[config.mk]
export PLATFORM = sky130hd
export DESIGN_NAME = exe_hazard_ctrl
export DESIGN_NICKNAME = d
export VERILOG_FILES = /design/src/rtl/exe_pkg.sv /design/src/rtl/mdu_sequencer.sv /design/src/rtl/exe_hazard_ctrl.sv
export SDC_FILE = /design/constraint.sdc
export NUM_CORES = 1
export LEC_CHECK = 0
export CORE_MARGIN = 3
export CORE_UTILIZATION = 35
export DETAILED_ROUTE_END_ITERATION = 6
export PLACE_DENSITY = 0.62
export SETUP_SLACK_MARGIN = 0.15
export SLEW_MARGIN = 10
export SYNTH_ARGS = -nofsm -noshare
export SYNTH_HDL_FRONTEND = slang
export SYNTH_SLANG_ARGS = --single-unit
[constraint.sdc]
create_clock -name CLK -period 4.15 [get_ports CLK]
set_input_delay 1.0375 -clock CLK [delete_from_list [all_inputs] [get_ports CLK]]
set_output_delay 1.0375 -clock CLK [all_outputs]
set_load 0.02 [all_outputs]
[src/rtl/exe_pkg.sv]
// Shared definitions for the EXE-stage hazard controller: ALU op codes,
// forwarding-select encodings, MDU sequencer state and small decode helpers.
// Latency: n/a (constants and pure functions). Backpressure: n/a.
package exe_pkg;

  // ALU op codes that interact with the multicycle MULT/DIV unit.
  localparam logic [5:0] MULT  = 6'h18;
  localparam logic [5:0] MULTU = 6'h19;
  localparam logic [5:0] DIV   = 6'h1A;
  localparam logic [5:0] DIVU  = 6'h1B;
  localparam logic [5:0] MFHI  = 6'h10;
  localparam logic [5:0] MFLO  = 6'h12;

  // Operand forwarding selects.
  localparam logic [1:0] FWD_REG = 2'b00;
  localparam logic [1:0] FWD_MEM = 2'b01;
  localparam logic [1:0] FWD_WB  = 2'b10;

  // MDU sequencer state.
  typedef logic [0:0] mdu_state_t;
  localparam mdu_state_t ST_IDLE = 1'b0;
  localparam mdu_state_t ST_BUSY = 1'b1;

  // Ops that launch a new MDU operation.
  function automatic logic is_mdu_launch(input logic [5:0] op);
    return (op == MULT) || (op == MULTU) || (op == DIV) || (op == DIVU);
  endfunction

  // Launch ops that take the long (divide) latency.
  function automatic logic is_div_op(input logic [5:0] op);
    return (op == DIV) || (op == DIVU);
  endfunction

  // Ops that must wait for HI/LO to settle: new launches and HI/LO reads.
  function automatic logic is_hilo_user(input logic [5:0] op);
    return is_mdu_launch(op) || (op == MFHI) || (op == MFLO);
  endfunction

  // Forward select for one source register. The EXE producer is newer than
  // the MEM producer, so it wins; r0 is never forwarded.
  function automatic logic [1:0] fwd_pick(
    input logic [4:0] src,
    input logic [4:0] wr_ex,
    input logic       wb_ex,
    input logic [4:0] wr_mem,
    input logic       wb_mem
  );
    if (wb_ex && (wr_ex != 5'd0) && (wr_ex == src))
      return FWD_MEM;
    else if (wb_mem && (wr_mem != 5'd0) && (wr_mem == src))
      return FWD_WB;
    else
      return FWD_REG;
  endfunction

endpackage

[src/rtl/mdu_sequencer.sv]
// Sequences the multicycle MULT/DIV unit: start pulse, busy window, HI/LO write strobe.
// Latency: mdu_start one cycle after launch edge; busy exactly LAT cycles, hilo_we in the last.
// Backpressure: none; caller must only assert launch when idle (top stalls HI/LO users while busy).
//
// Ports:
//   CLK, RESET     clock, async active-low reset
//   launch         issue of a MULT/MULTU/DIV/DIVU this cycle
//   launch_div     launched op is a divide (selects DIV_LAT)
//   mdu_start      registered one-cycle start pulse to the MDU
//   mdu_busy       MDU occupied
//   hilo_we        HI/LO write strobe, final busy cycle
module mdu_sequencer
  import exe_pkg::*;
#(
  parameter int MUL_LAT = 4,
  parameter int DIV_LAT = 32,
  parameter int CNT_W   = ($clog2(DIV_LAT) > 0) ? $clog2(DIV_LAT) : 1
) (
  input  logic CLK,
  input  logic RESET,
  input  logic launch,
  input  logic launch_div,
  output logic mdu_start,
  output logic mdu_busy,
  output logic hilo_we
);

  localparam logic [CNT_W-1:0] MUL_CNT = CNT_W'(MUL_LAT - 1);
  localparam logic [CNT_W-1:0] DIV_CNT = CNT_W'(DIV_LAT - 1);

  mdu_state_t       state;
  logic [CNT_W-1:0] cnt;

  always_ff @(posedge CLK or negedge RESET) begin
    if (!RESET) begin
      state     <= ST_IDLE;
      cnt       <= '0;
      mdu_start <= 1'b0;
    end else begin
      mdu_start <= 1'b0;
      case (state)
        ST_IDLE: begin
          if (launch) begin
            state     <= ST_BUSY;
            // Loaded with LAT-1 so the countdown reaching zero marks the LAT-th busy cycle.
            cnt       <= launch_div ? DIV_CNT : MUL_CNT;
            mdu_start <= 1'b1;
          end
        end
        default: begin
          if (cnt == '0)
            state <= ST_IDLE;
          else
            cnt <= cnt - 1'b1;
        end
      endcase
    end
  end

  assign mdu_busy = (state == ST_BUSY);
  assign hilo_we  = (state == ST_BUSY) && (cnt == '0);

endmodule

[src/rtl/exe_hazard_ctrl.sv]
// EXE-stage controller: load-use / MDU hazard stalls, registered ALU operand forward selects, MDU sequencing.
// Latency: stall/bubble combinational; forward selects and mdu_start registered (valid the cycle after issue).
// Backpressure: stall freezes PC and IF/ID, bubble injects a NOP into ID/EXE; flush overrides stall.
//
// Ports:
//   CLK, RESET                          clock, async active-low reset
//   valid_ID, flush, ALU_control_ID     ID instruction state and redirect kill
//   readRegisterA_ID/B_ID               ID source registers
//   writeRegister_EX, do_writeback_EX,
//   MemRead_EX                          EXE-stage producer
//   writeRegister_MEM, do_writeback_MEM MEM-stage producer
//   fwdA_sel, fwdB_sel                  00 regfile, 01 MEM data, 10 WB data
//   stall, bubble                       pipeline hold / NOP injection
//   mdu_start, mdu_busy, hilo_we        MDU control
//   stall_cycles                        saturating count of stalled cycles
module exe_hazard_ctrl
  import exe_pkg::*;
#(
  parameter int MUL_LAT = 4,
  parameter int DIV_LAT = 32,
  parameter int CNT_W   = ($clog2(DIV_LAT) > 0) ? $clog2(DIV_LAT) : 1
) (
  input  logic        CLK,
  input  logic        RESET,
  input  logic        valid_ID,
  input  logic        flush,
  input  logic [5:0]  ALU_control_ID,
  input  logic [4:0]  readRegisterA_ID,
  input  logic [4:0]  readRegisterB_ID,
  input  logic [4:0]  writeRegister_EX,
  input  logic        do_writeback_EX,
  input  logic        MemRead_EX,
  input  logic [4:0]  writeRegister_MEM,
  input  logic        do_writeback_MEM,
  output logic [1:0]  fwdA_sel,
  output logic [1:0]  fwdB_sel,
  output logic        stall,
  output logic        bubble,
  output logic        mdu_start,
  output logic        mdu_busy,
  output logic        hilo_we,
  output logic [31:0] stall_cycles
);

  logic lu_hazard;
  logic md_hazard;
  logic issue;
  logic launch;

  // A load in EXE cannot forward in time for the next instruction; one bubble
  // moves it to MEM, after which the WB path covers it.
  assign lu_hazard = valid_ID && MemRead_EX && do_writeback_EX &&
                     (writeRegister_EX != 5'd0) &&
                     ((writeRegister_EX == readRegisterA_ID) ||
                      (writeRegister_EX == readRegisterB_ID));

  // HI/LO users wait until the sequencer is idle again, including through the
  // hilo_we cycle, so a back-to-back launch starts on the following edge.
  assign md_hazard = valid_ID && mdu_busy && is_hilo_user(ALU_control_ID);

  assign stall  = (lu_hazard || md_hazard) && !flush;
  assign bubble = stall || flush;
  assign issue  = valid_ID && !flush && !stall;
  assign launch = issue && is_mdu_launch(ALU_control_ID);

  always_ff @(posedge CLK or negedge RESET) begin
    if (!RESET) begin
      fwdA_sel <= FWD_REG;
      fwdB_sel <= FWD_REG;
    end else if (bubble) begin
      fwdA_sel <= FWD_REG;
      fwdB_sel <= FWD_REG;
    end else if (issue) begin
      fwdA_sel <= fwd_pick(readRegisterA_ID, writeRegister_EX, do_writeback_EX,
                           writeRegister_MEM, do_writeback_MEM);
      fwdB_sel <= fwd_pick(readRegisterB_ID, writeRegister_EX, do_writeback_EX,
                           writeRegister_MEM, do_writeback_MEM);
    end
  end

  always_ff @(posedge CLK or negedge RESET) begin
    if (!RESET)
      stall_cycles <= '0;
    else if (stall && (stall_cycles != 32'hFFFF_FFFF))
      stall_cycles <= stall_cycles + 32'd1;
  end

  mdu_sequencer #(
    .MUL_LAT (MUL_LAT),
    .DIV_LAT (DIV_LAT),
    .CNT_W   (CNT_W)
  ) u_mdu_sequencer (
    .CLK        (CLK),
    .RESET      (RESET),
    .launch     (launch),
    .launch_div (is_div_op(ALU_control_ID)),
    .mdu_start  (mdu_start),
    .mdu_busy   (mdu_busy),
    .hilo_we    (hilo_we)
  );

endmodule

==> impl_metrics.py <==
metrics = {
    "status": {
        "outcome": "complete, no violations",
    },
    "grt": {
        "grt_pass1_vias": 1976,
        "antenna_found_initial": 0,
        "grt_pass1_wl_um": 8890,
        "track_usage_pct": 14.3,
        "grt.overflow.total": 0,
        "grt_start_max_net_pins": 44,
    },
    "worst_setup_path": {
        "end_kind": "output port",
        "max_stage_delay_ns": 0.54,
        "worstSetupStartpointType": "input port",
        "worst_ep_required_time_ns": 3.11,
        "crit_type": "input port to output port",
        "path_cells": "clkdlybuf4s50_1, or4_4, o21ai_2, a21o_1, a31oi_4, dlygate4sd2_1",
        "slowest_stage": "or4_4",
        "cp_top_family": "buffers and inverters",
        "crit_arrival_ns": 2.80,
        "crit_buf_inv": 2,
        "crit_path_max_fanout": 5,
    },
    "cts": {
        "cts_made_buffers": 5,
        "clk_path_buf_depth": 2,
        "cts_setup_buffers": 0,
        "cts_hold_buffers": 0,
        "cts.sinks": 43,
        "clkSlewWorstSetupHoldPaths_ns": 0.08,
        "cts_tree": "yes",
        "insertion_delay_ns": 0.29,
        "cts_root_buf": "clkbuf_8",
        "cts_max_level": 2,
    },
    "pwr": {
        "power_density_nw_per_um2": 296,
        "power_frac_comb_pct": 22.1,
        "switchingPower_mw": 0.290,
        "leakagePower_nw": 1.33,
        "p_total_mw": 0.974,
        "swShare_pct": 29.7,
        "ir_drop_v": 0.000137,
        "internal_power_mw": 0.684,
        "seqPwrFrac_pct": 51.8,
        "power.clock.fraction_pct": 26.0,
    },
    "die": {
        "num_io_pins": 74,
        "dieWidth_um": 88.6,
        "core_area_sq_um": 6490,
        "num_rows": 29,
        "start_util_pct": 36.8,
        "die_area_sq_um": 7850,
        "die_h_um": 88.6,
    },
    "layout": {
        "num-nets-final": 348,
        "seqCellArea_sq_um": 1080,
        "area_growth_pct": 37.6,
        "insertedDiodeCount": 0,
        "nFillCells": 614,
        "multi_input_area_sq_um": 1260,
        "layout-drive-gt1-share_pct": 7.03,
        "final_area_sq_um": 3290,
    },
    "synth": {
        "synth_edf_count": 0,
        "synthCells": 232,
        "syn-num-nets": 268,
        "ys_types": 45,
        "syn_area_sq_um": 2390,
        "synth-seq-cells": 43,
        "avgSynthCellArea_sq_um": 10.3,
        "synth_flop_cell": "dfrtp_1",
        "synthArstFlopShare_pct": 100,
        "yosysWarnings": 0,
        "seq_area_frac_synth_pct": 45.1,
    },
    "placement": {
        "port_buffers": 73,
        "placed_area_sq_um": 3210,
        "place_ws_ns": -0.0352,
        "dp_hpwl_um": 4100,
        "gp_congestion": 0.765,
    },
    "timing": {
        "rsz0062_at_grt": "no",
        "final-max-slew-violation-count": 0,
        "setup_viol": 0,
        "period_share_pct": 92.5,
        "slew_headroom_pct": 36.7,
        "hold_violations": 0,
        "setup_slack_ns": 0.312,
        "fmax_mhz": 261,
        "worst_pin_slew_ns": 0.949,
        "clock_skew_ns": 0.00822,
        "period_minus_slack_ns": 3.84,
    },
    "drt": {
        "drtIter0Drc": 94,
        "postRouteAntennaNets": 0,
        "drt_pre_antenna_iters": 4,
        "wirelength_um": 5300,
        "wire_per_inst_um": 13.6,
        "drc": 0,
        "via_per_inst": 5.06,
        "via_count": 1974,
    },
    "min_path": {
        "hold_path.class": "register to register",
    },
    "flow_run": {
        "cap_viol_max_count": 0,
    },
}
logic make-up after synthesis:
group	count (synthesis)	share of synthesized area [%]
AND/OR/NAND/NOR	101	23.7
flip-flops	43	45.1
AO/OA/AOI/OAI	20	6.66
XOR/XNOR	52	19.1
multiplexers	4	1.73
buffers and inverters	9	2.15
adder cells (fa/ha/maj)	3	1.57
path summary, 6_finish.rpt:
check                                     from               end  slack, ns  cells after the start
max                        writeRegister_EX[2]             stall       0.31                      6
min                           stall_cycles[31]  stall_cycles[31]       0.49                      1
max reg2reg                    stall_cycles[8]   stall_cycles[1]       1.92                      6
min reg2reg                   stall_cycles[31]  stall_cycles[31]       0.49                      1
max in group asynchronous                RESET  stall_cycles[14]       2.67                      1
min in group asynchronous                RESET  stall_cycles[29]       0.89                      1
Yosys cell counts (2+ instances only):
cell type	number	area (sq um)
mux2i_1	3	30.0
nor2_1	16	60.1
a21oi_1	4	20.0
buf_6	2	22.5
nand2b_1	3	18.8
inv_1	4	15.0
a21o_1	2	15.0
nor4_1	3	18.8
and4_1	4	35.0
nor3_1	5	25.0
and3_1	7	43.8
dfrtp_1	43	1080
buf_2	2	10.0
nand2_1	20	75.1
xnor2_1	40	350
a31oi_1	2	12.5
xor2_1	12	105
nand3_2	2	20.0
nand4_1	12	75.1
and2_1	3	18.8
ha_1	3	37.5
o21ai_0	2	10.0
nand3_1	16	80.1
registers in the layout (all words and copies together) (netlist names):
signal,count
fwdA_sel,2
fwdB_sel,2
stall_cycles,32
u_mdu_sequencer.cnt,5
u_mdu_sequencer.mdu_busy,1
u_mdu_sequencer.mdu_start,1
layout make-up:
class / instances / area share, %
clock inverter: 1 / 0.152
inverter: 4 / 0.457
clock buffer: 7 / 2.32
multi-input combinational: 180 / 38.3
timing repair buffer: 78 / 23.0
tap: 77 / 2.93
sequential: 43 / 32.7
metrics by stage:
stage | setup TNS [ns] | util (%) | hold WS (ns) | std cells
3_3_place_gp | 0 | 49.4 | 0.478 | 382
5_1_grt | 0 | 50.6 | 0.527 | 390
2_1_floorplan | 0 | - | 0.509 | 232
3_5_place_dp | -0.0352 | 49.4 | 0.486 | 382
6_report | 0 | 50.6 | 0.494 | 390
4_1_cts | 0 | 50.6 | 0.501 | 390
power groups by stage:
| stage | Clock (mW) | Sequential (mW) | Combinational [mW] |
|---|---|---|---|
| floorplan | 0 | 0.505 | 0.127 |
| finish | 0.253 | 0.505 | 0.216 |
| CTS | 0.270 | 0.505 | 0.219 |
| detailed placement | 0 | 0.512 | 0.220 |
| global route | 0.282 | 0.514 | 0.241 |
| global placement | 0 | 0.512 | 0.215 |
repair_timing:
item / CTS / global route
setup endpoints to repair: 2 / 1
gates resized for setup: 2 / 2
pin swaps: 0 / 1
gates cloned: 0 / 0
per-layer routing:
metal,track usage [%],vias to the layer above,part of all wire (%)
met4,4.12,0,0.72
met5,0,-,0
met2,24.4,63,48
met3,4.56,4,7.2
li1,-,981,-
met1,17.4,926,44
cells in the final DEF (no fill, tap or decap), types with 2 or more instances in the layout:
cell type	n
inv_1	4
xnor2_1	40
a21o_1	2
a31oi_1	2
a21oi_1	4
mux2i_1	3
ha_1	3
and3_1	7
nand4_1	12
buf_4	5
and2_1	3
and4_1	4
nand3_2	2
clkbuf_1	2
clkdlybuf4s50_1	70
nor4_1	3
clkbuf_8	5
nor2_1	16
o21ai_0	2
nand2b_1	3
nand2_1	20
xor2_1	12
nand3_1	16
dfrtp_1	43
nor3_1	5
Note: power is estimated with default switching activity, not from simulation.
